## src/rtl/fsk_mary_encoder.sv

```systemverilog
// M-ary FSK encoder: K-bit symbols in over valid/ready, phase-continuous
// square-wave carrier out with a per-symbol half-period, SYM_LEN clocks per symbol.
module fsk_mary_encoder #(
  parameter int BITS_PER_SYM = 1,
  parameter int SYM_LEN      = 16,
  parameter int HALF_MAX     = 8,
  parameter int HALF_STEP    = 4
) (
  input  logic                    clk,
  input  logic                    reset,
  input  logic                    sending,
  input  logic [BITS_PER_SYM-1:0] codein,
  input  logic                    code_valid,
  output logic                    code_ready,
  output logic                    FSKout,
  output logic                    busy,
  output logic                    underrun
);

  localparam int M  = 2 ** BITS_PER_SYM;
  localparam int SW = (SYM_LEN > 1) ? $clog2(SYM_LEN) : 1;
  localparam int HW = (HALF_MAX > 1) ? $clog2(HALF_MAX) : 1;
  localparam logic [SW-1:0] SYM_LAST = SW'(SYM_LEN - 1);

  localparam logic [0:0] IDLE = 1'b0;
  localparam logic [0:0] RUN  = 1'b1;

  if (HALF_MAX - (M - 1) * HALF_STEP < 1) begin : g_bad_half
    $error("fsk_mary_encoder: highest tone half-period is below 1");
  end
  if (SYM_LEN < 2) begin : g_bad_len
    $error("fsk_mary_encoder: SYM_LEN must be at least 2");
  end

  // Terminal half-period count for each tone, H(i)-1.
  logic [HW-1:0] half_last [M];
  for (genvar gi = 0; gi < M; gi++) begin : g_half
    assign half_last[gi] = HW'(HALF_MAX - 1 - gi * HALF_STEP);
  end

  logic [0:0]              state_q, state_d;
  logic [BITS_PER_SYM-1:0] cur_sym_q, cur_sym_d;
  logic [SW-1:0]           sym_cnt_q, sym_cnt_d;
  logic [HW-1:0]           half_cnt_q, half_cnt_d;
  logic                    fsk_q, fsk_d;
  logic                    underrun_q, underrun_d;

  logic accept;
  logic boundary;
  logic toggle;
  logic fsk_next;

  assign boundary   = (sym_cnt_q == SYM_LAST);
  assign code_ready = sending & ~reset & ((state_q == IDLE) | boundary);
  assign accept     = code_valid & code_ready;
  assign toggle     = (half_cnt_q == half_last[cur_sym_q]);
  assign fsk_next   = toggle ? ~fsk_q : fsk_q;

  always_comb begin
    state_d    = state_q;
    cur_sym_d  = cur_sym_q;
    sym_cnt_d  = sym_cnt_q;
    half_cnt_d = half_cnt_q;
    fsk_d      = fsk_q;
    underrun_d = 1'b0;
    if (!sending) begin
      state_d    = IDLE;
      cur_sym_d  = '0;
      sym_cnt_d  = '0;
      half_cnt_d = '0;
      fsk_d      = 1'b0;
    end else if (state_q == IDLE) begin
      fsk_d = 1'b0;
      if (accept) begin
        state_d    = RUN;
        cur_sym_d  = codein;
        sym_cnt_d  = '0;
        half_cnt_d = '0;
        fsk_d      = 1'b1;
      end
    end else if (boundary) begin
      sym_cnt_d  = '0;
      half_cnt_d = '0;
      // Next symbol inherits the toggled level so the carrier stays continuous.
      if (accept) begin
        cur_sym_d = codein;
        fsk_d     = fsk_next;
      end else begin
        state_d    = IDLE;
        cur_sym_d  = '0;
        fsk_d      = 1'b0;
        underrun_d = 1'b1;
      end
    end else begin
      sym_cnt_d  = sym_cnt_q + SW'(1);
      half_cnt_d = toggle ? '0 : half_cnt_q + HW'(1);
      fsk_d      = fsk_next;
    end
  end

  always_ff @(posedge clk) begin
    if (reset) begin
      state_q    <= IDLE;
      cur_sym_q  <= '0;
      sym_cnt_q  <= '0;
      half_cnt_q <= '0;
      fsk_q      <= 1'b0;
      underrun_q <= 1'b0;
    end else begin
      state_q    <= state_d;
      cur_sym_q  <= cur_sym_d;
      sym_cnt_q  <= sym_cnt_d;
      half_cnt_q <= half_cnt_d;
      fsk_q      <= fsk_d;
      underrun_q <= underrun_d;
    end
  end

  assign FSKout   = fsk_q;
  assign busy     = (state_q == RUN);
  assign underrun = underrun_q;

endmodule
```

## config.mk

```make
export PLATFORM = sky130hd
export DESIGN_NAME = fsk_mary_encoder
export DESIGN_NICKNAME = d
export VERILOG_FILES = /design/src/rtl/fsk_mary_encoder.sv
export SDC_FILE = /design/constraint.sdc
export NUM_CORES = 1
export LEC_CHECK = 0
export ABC_AREA = 1
export ABC_CLOCK_PERIOD_IN_PS = 1250
export CAP_MARGIN = 20
export CORE_AREA = 2 2 39 41
export CTS_CLUSTER_SIZE = 30
export DETAILED_ROUTE_END_ITERATION = 10
export DIE_AREA = 0 0 41 43
export GPL_ROUTABILITY_DRIVEN = 0
export GPL_TIMING_DRIVEN = 0
export PLACE_DENSITY = 0.66
export SETUP_SLACK_MARGIN = 0.02
export SLEW_MARGIN = 10
export SYNTH_ARGS = -nofsm -noshare
export SYNTH_HDL_FRONTEND = slang
export SYNTH_SLANG_ARGS = --single-unit
```

## constraint.sdc

```tcl
create_clock -name clk -period 1.25 [get_ports clk]
set_input_delay 0.1875 -clock clk [delete_from_list [all_inputs] [get_ports clk]]
set_output_delay 0.1875 -clock clk [all_outputs]
set_load 0.005 [all_outputs]
```

======== Yosys cells after proc, flatten, opt, wreduce, memory -nomap -nowiden ========
Index checks and enable logic that the tools add are counted.
word-level totals
  memory bits (writable) .................. 0
  input bits .............................. 5
  output and inout bits ................... 4
  ROM bits ................................ 0
  memories ................................ 0
  latch bits .............................. 0
  bits in registers ....................... 11
operators by class
  divide/modulo/power cells ............... 0
  equal/unequal tests ..................... 3
  shift operators ......................... 0
  magnitude comparators ................... 1
  multiply operators ...................... 0
  reductions and logical operators ........ 4
  bitwise logic cells ..................... 10
  muxes and demuxes ....................... 22
  add/sub/neg operators ................... 2
operators by type and width
  operator                                                  count
  two-way mux 3 bit                                         7
  two-way mux 1 bit                                         12
  two-way mux 4 bit                                         3
  inverter 1 bit                                            5
  adder 4 x 1 -> 4 bit, second input constant               1
  == test 4 bit, second input constant                      1
  OR reduction 4 bit                                        1
  adder 3 x 1 -> 3 bit, second input constant               1
  AND 1 bit                                                 3
  == test 3 bit                                             1
  greater-or-equal comparator 2 bit, second input constant  1
  != test 2 x 1 -> 1 bit, second input constant             1
  inverter 1 -> 2 bit                                       1
  AND reduction 2 bit                                       1
  nonzero test 2 bit                                        1
  OR reduction 2 bit                                        1
  OR 1 bit                                                  1

======== Longest topological paths before layout ========
Gate-level depths: netlist (run 1).
  depth in word-level cells ............... 9
  gate-level depth with buffers ........... 8
  depth with buffers taken out ............ 8

======== Worst setup path before layout (run 1) ========
OpenSTA, ideal clock, no wires.
  path kind ............................... register to register
  start point ............................. reg sym_cnt_q[0]
  end point ............................... reg fsk_q, in the netlist FSKout
  arrival ................................. 1011 ps
  stages on the path, launching flop included .. 9
  path slack .............................. 130 ps
  data required time ...................... 1141 ps
  path buffers ............................ 0
  setup time .............................. 109 ps
  path through ............................ dfxtp_1 -> ha_1 -> nand3_2 -> nand2_4 -> inv_4 -> nor2_4 -> nor2_4 -> nand2_1 -> inv_1
on the way
  cells in the longest elaborated chain, start to end .. 7
  elaborated cells between the ends (all ways) .. 8
ends and longest elaborated chain
  element                 RTL line  source
  start, declared         43        logic [SW-1:0] sym_cnt_q, sym_cnt_d;
  start signal, assigned  112       sym_cnt_q <= sym_cnt_d;
  == test 4 bit (*)       53        assign boundary = (sym_cnt_q == SYM_LAST);
  OR 1 bit                54        assign code_ready = sending & ~reset & ((state_q == IDLE) | boundary);
  AND 1 bit               54
  AND 1 bit               55        assign accept = code_valid & code_ready;
  two-way mux 1 bit       85        if (accept) begin
  two-way mux 1 bit       81        end else if (boundary) begin
  two-way mux 1 bit (*)   72        end else if (state_q == IDLE) begin
  end signal, assigned    114       fsk_q <= fsk_d;
  end, declared           45        logic fsk_q, fsk_d;
Mark *: on every way between the ends. The rest lies on a longest branch, timed or not.
A chain may end at the register's enable or synchronous reset.

======== Final worst setup path (run 1) ========
  start point ............................. reg sym_cnt_q[0]
  end point ............................... out code_ready
on the way
  cells in the longest elaborated chain, start to end .. 3
ends and longest elaborated chain
  element        RTL line  source
  == test 4 bit  53
  OR 1 bit       54
  AND 1 bit      54
  end, declared  14        output logic code_ready,
Every way passes these cells.

==> impl_metrics.toml, run 1 <==
[floorplan]
die-area_um2 = 1763
coreArea_um2 = 1384
fp.dieW_um = 41
initial_utilization_pct = 40.05
die_h_um = 43
rows = 14
ioPinCount = 9

[detailed_routing]
drt_iter0_markers = 14
drc = 0
wl_per_cell_um = 11.99
ant_nets = 0
dr.pass1.iters = 4
vias_per_cell = 5.183
wirelength_mm = 1.307
num_vias = 565

[power]
clkPwrFrac_pct = 35.9
p_leak_uw = 0.0003167
p_int_uw = 516.8
sw_frac_of_total_pct = 25.86
ir_drop_mv = 0.4268
power_switching_uw = 180.2
power_uw = 697.0
power_frac_comb_pct = 13.1
sequentialPowerShare_pct = 51.0
power_density_nw_per_um2 = 878.6

[sta]
slew_headroom_pct = 79.65
report.final.slew_viol_count = 0
fin_ws_ps = -103.4
hold_viol = 0
finalCriticalPeriod_ps = 1353
fin_tns_setup_ps = -121.6
final-setup-viol-count = 2
max_freq_mhz = 738.9
rsz0062_at_grt = "true"
worstMarginPinSlew_ps = 304.4
final.setup_skew_ps = 1.931
min_period_over_period_pct = 108.3

[cells_and_area]
drive_gt1_share_pct = 32.26
fillers = 132
final_common_cell = "nand2_1"
diodes = 0
utilization_pct = 57.32
nets = 101
design_area_um2 = 793.3
layout_common_cells = "nand2_1 (16), inv_1 (9), buf_4 (9), a21oi_1 (7)"
multi_input_area_um2 = 331.6
final-seq-area_um2 = 234.0
area_growth_pct = 43.12

[clock_tree]
postCtsHoldBufs = 0
cts_buffers = 3
clock_sinks = 11
cts.htree.levels = 1
cts.path.max_buffers = 2
cts_tree = "built"
clock_latency_ps = 280
root_buffer = "clkbuf_4"
clkSlewWorstSetupHoldPaths_ps = 70

[logic_synthesis]
syn_area_um2 = 554.3
synth.distinct_cells = 17
synth_top_area_share_pct = 39.73
synth_seq_area_share_pct = 39.73
syn_avg_cell_area_um2 = 7.698
synth_area_leaders = "dfxtp_1 (40%), nand2_1 (12%), a21oi_1 (6.3%), inv_1 (6.1%), nand4_1 (5.6%)"
syn_inst = 72
ys_ff_latch = 11
synth.largest_area_cell = "dfxtp_1"
syn_nets = 79
yosys_warnings = 0

[outcome]
status = "finished with violations"
violations = "setup timing"

[setup_path]
critPathMaxStageDelay_ps = 360
worst_ep_required_time_ps = 1060
crit_arrival_ps = 1170
reg2reg_setup_slack_ps = -20
cp-start-kind = "register"
cp_max_fo = 2
path_depth = 6
end_kind = "output port"
reg2reg_from = "sym_cnt_q[0]"
reg2reg_to = "sym_cnt_q[2]"
critPathBufInv = 2
crit_path_top_delay_cell = "dfxtp_4"
critPathKind = "register to output port"
cp_top_family = "flip-flops"
reg2reg_depth = 6
worstPathCellList = "ha_4, nand3_4, nand2_4, inv_6, nor2_4, buf_2"

[global_routing]
gr-total-overflow = 0
grt_usage_pct = 18.85
grt_pass1_vias = 520
grt_start_max_net_pins = 11
antenna_found_initial = 0
grt_pass1_wl_mm = 2.187

[job]
cap_viol_max_count = 0

[placement]
placed_cell_area_um2 = 654.4
place.port_buffers = 8
hpwl_um = 852.2

[worst_hold_path]
hold_path.class = "register to register"
min_to = "half_cnt_q[1]"
hp-start = "half_cnt_q[1]"
whs_path_depth = 2
[per-layer routing]
metal	global-route usage, %	wire [um]	part of all wire [%]	up-vias
li1	-	-	-	282
met1	20.85	538	41	267
met2	30.94	681	52	11
met3	3.141	44	3.4	5
met4	12.00	42	3.2	0
met5	0	0	0	-
[through the flow]
step | hold WS [ps] | std cells | setup WS (ps)
6_report | 471.2 | 109 | -103.4
5_1_grt | 505.0 | 109 | -142.9
3_3_place_gp | 454.3 | 96 | -511.8
3_5_place_dp | 467.7 | 96 | -516.7
4_1_cts | 476.3 | 107 | -118.3
2_1_floorplan | 266.2 | 72 | 129.7
[worst register-to-register path, stage by stage, from the launching register on]
cell and delay (ps):
dfxtp_4 360, ha_4 160, buf_4 120, buf_4 130, or2_2 260, nand3_1 70
a21oi_1 60
[cells by family after synthesis]
family / Yosys count / share of synthesized area (%)
AOI/OAI and AO/OA: 10 / 11.96
adders and majority gates: 2 / 4.514
buffers and inverters: 10 / 7.224
DFF: 11 / 39.73
and+or+nand+nor: 39 / 36.57
[sequential cells by signal, summed over array words and instances, names as in the netlist]
signal and count:
FSKout 1, cur_sym_q 1, busy 1, sym_cnt_q 4, half_cnt_q 3, underrun 1
[cell usage after synthesis (all sizes together)]
library cell,n
a21oi,7
a31oi,1
dfxtp,11
ha,2
inv,10
nand2,19
nand3,7
nand4,5
nor2,6
nor4,1
o21ai,2
or2,1
[how the worst max path moves through the flow]
stage                      start         end
global route        sym_cnt_q[0]  code_ready
CTS                 sym_cnt_q[1]  code_ready
floorplan           sym_cnt_q[0]      FSKout
finish              sym_cnt_q[0]  code_ready
global placement         sending  code_ready
detailed placement       sending  code_ready
[power by group through the flow]
stage | registers (uW) | logic, uW | clock network [uW]
after floorplan | 371 | 37.2 | 0
after global placement | 372 | 72.2 | 0
after detailed placement | 372 | 72.6 | 0
after CTS | 355 | 84.9 | 253
after global routing | 356 | 99.4 | 276
final | 355 | 91.5 | 250
[layout make-up]
cell class                      instances  area share, %
Clock buffer                            4          3.312
Tap cell                               16          2.524
Inverter                               10          5.363
Sequential cell                        11          29.50
Timing Repair Buffer                   17          17.51
Multi-Input combinational cell         51          41.80
[what timing repair did]
action | in CTS | in global routing
buffers inserted | 7 | 2
gates resized for setup | 20 | 5
setup endpoints to repair | 6 | 3
pin swaps | 2 | 3
No activity file was read; power rests on OpenSTA's default activity.
==> run 2, diff against run 1 <==
--- a/config.mk
+++ b/config.mk
@@ -6,7 +6,6 @@
 export NUM_CORES = 1
 export LEC_CHECK = 0
 export ABC_AREA = 1
-export ABC_CLOCK_PERIOD_IN_PS = 1250
 export CAP_MARGIN = 20
 export CORE_AREA = 2 2 39 41
 export CTS_CLUSTER_SIZE = 30
@@ -14,7 +13,7 @@
 export DIE_AREA = 0 0 41 43
 export GPL_ROUTABILITY_DRIVEN = 0
 export GPL_TIMING_DRIVEN = 0
-export PLACE_DENSITY = 0.66
+export REMOVE_ABC_BUFFERS = 1
 export SETUP_SLACK_MARGIN = 0.02
 export SLEW_MARGIN = 10
 export SYNTH_ARGS = -nofsm -noshare
==> run 2 against run 1 <==
  * The run still ends with setup timing left
  * Via count decreased by 0.18%
  * Wire length increased by 5.7%
  * Critical path depth unchanged
  * Core utilization increased by 1.1 points
  * Flip-flop and latch count unchanged
  * First-iteration DRC count increased by 21%
  * Worst hold slack got worse by 1.4 ps
==> impl_metrics.toml, run 2 (same netlist as run 1, synthesis figures left out) <==
[setup_path]
crit_path_top_delay_cell = "dfxtp_4"
critPathKind = "register to output port"
crit_arrival_ps = 1170
cp_max_fo = 2
worst_ep_required_time_ps = 1060
critPathMaxStageDelay_ps = 370
critPathBufInv = 2
cp_top_family = "flip-flops"
end_kind = "output port"
cp-start-kind = "register"
worstPathCellList = "ha_4, nand3_4, nand2_4, inv_6, nor2_2, buf_2"

[job]
cap_viol_max_count = 0

[cells_and_area]
utilization_pct = 58.41
largest_registers = "sym_cnt_q (4), half_cnt_q (3)"
diodes = 0
fillers = 119
layout_common_cells = "nand2_1 (16), inv_1 (9), buf_4 (9), a21oi_1 (6), dfxtp_1 (6)"
final_common_cell = "nand2_1"
nets = 102
drive_gt1_share_pct = 34.04
design_area_um2 = 808.3
area_growth_pct = 45.82
top_register = "sym_cnt_q"
largest_reg_flops = 4

[outcome]
status = "finished with violations"
violations = "setup timing"

[worst_hold_path]
hold_path.class = "register to register"

[power]
ir_drop_mv = 0.4540
power_density_nw_per_um2 = 869.1
p_leak_uw = 0.0003215

[clock_tree]
cts.path.max_buffers = 2
clock_latency_ps = 270
clock_sinks = 11
cts.htree.levels = 1
clkSlewWorstSetupHoldPaths_ps = 80
root_buffer = "clkbuf_4"
cts_buffers = 3
cts_tree = "built"

[sta]
max_freq_mhz = 739.1
report.final.slew_viol_count = 0
worstMarginPinSlew_ps = 311.8
fin_ws_ps = -102.9
final.setup_skew_ps = 1.699
finalCriticalPeriod_ps = 1353
final-setup-viol-count = 1
rsz0062_at_grt = "true"
fin_tns_setup_ps = -102.9
hold_viol = 0
min_period_over_period_pct = 108.2
slew_headroom_pct = 79.15

[detailed_routing]
dr.pass1.iters = 4
wirelength_mm = 1.381
drc = 0
vias_per_cell = 5.127
wl_per_cell_um = 12.55
ant_nets = 0
drt_iter0_markers = 17
num_vias = 564

[placement]
placed_cell_area_um2 = 654.4
hpwl_um = 812.6
place.port_buffers = 8

[floorplan]
coreArea_um2 = 1384
die-area_um2 = 1763
ioPinCount = 9
die_h_um = 43
initial_utilization_pct = 40.05
rows = 14
fp.dieW_um = 41

[global_routing]
antenna_found_initial = 0
grt_start_max_net_pins = 11
grt_pass1_vias = 508
grtUsageMet3_pct = 4.712
gr-total-overflow = 0
grt_pass1_wl_mm = 2.139
grtUsageMet1_pct = 21.90
busiest_layer = "met2"
grtUsageMet2_pct = 27.81
grt_usage_pct = 18.16
## run 2: changes by cell type in the layout (fill, tap and decap cells not counted), sizes merged
| cell | previous run | this run |
|---|---|---|
| buf | 10 | 11 |
## run 2: stage by stage
stage	cells	hold slack [ps]	setup slack, ps	total power (uW)
4_1_cts	108	473.6	-117.6	693.8
6_report	110	469.9	-102.9	702.5
2_1_floorplan	72	266.2	129.7	407.9
3_5_place_dp	96	465.6	-532.3	444.1
3_3_place_gp	96	455.8	-522.8	444.3
5_1_grt	110	490.2	-152.9	727.4
## run 2: worst paths after layout
kind | cells after the start | startpoint | endpoint | slack (ps)
worst max-delay path | 6 | sym_cnt_q[0] | code_ready | -100
worst min-delay path | 2 | half_cnt_q[1] | half_cnt_q[1] | 470
worst max register to register | 8 | sym_cnt_q[0] | half_cnt_q[0] | 20
worst min register to register | 2 | half_cnt_q[1] | half_cnt_q[1] | 470
## run 2: cell type report
cell class	instances	area, um^2	area share [%]
well taps	16	20.02	2.477
clock buffers	4	26.28	3.251
repair buffers	18	150.1	18.58
flip-flops and latches	11	234.0	28.95
inverters	10	42.54	5.263
multi-input cells	51	335.3	41.49
## run 2: what timing repair did
action	in CTS	in global routing
buffers inserted	8	2
endpoints found under the setup margin	6	5
pin swaps	2	5
hold buffers	0	0
gates resized for setup	20	7
## run 2: metal layers
layer	up-vias	wire length, um
li1	289	-
met1	258	581
met2	15	720
met3	2	60
met4	0	18
met5	-	0
## run 2: where the power goes
group	internal (uW)	total (uW)	switching, uW
sequential	351	355	3.76
combinational	43.2	93.3	50.1
clock	124	254	131
## run 2: worst reg2reg max path: cells and delay by family (launching register included)
family | cells | cell delay [ps]
AOI/OAI and AO/OA | 1 | 110
DFF | 1 | 360
buffers and inverters | 2 | 260
adders and majority gates | 1 | 160
and+or+nand+nor | 4 | 270
==> run 3, diff against run 2 <==
--- a/config.mk
+++ b/config.mk
@@ -6,7 +6,7 @@
 export NUM_CORES = 1
 export LEC_CHECK = 0
 export ABC_AREA = 1
-export CAP_MARGIN = 20
+export CAP_MARGIN = 10
 export CORE_AREA = 2 2 39 41
 export CTS_CLUSTER_SIZE = 30
 export DETAILED_ROUTE_END_ITERATION = 10
==> results of run 3 <==
Final layout, timing and power as in run 2 (identical DEF).
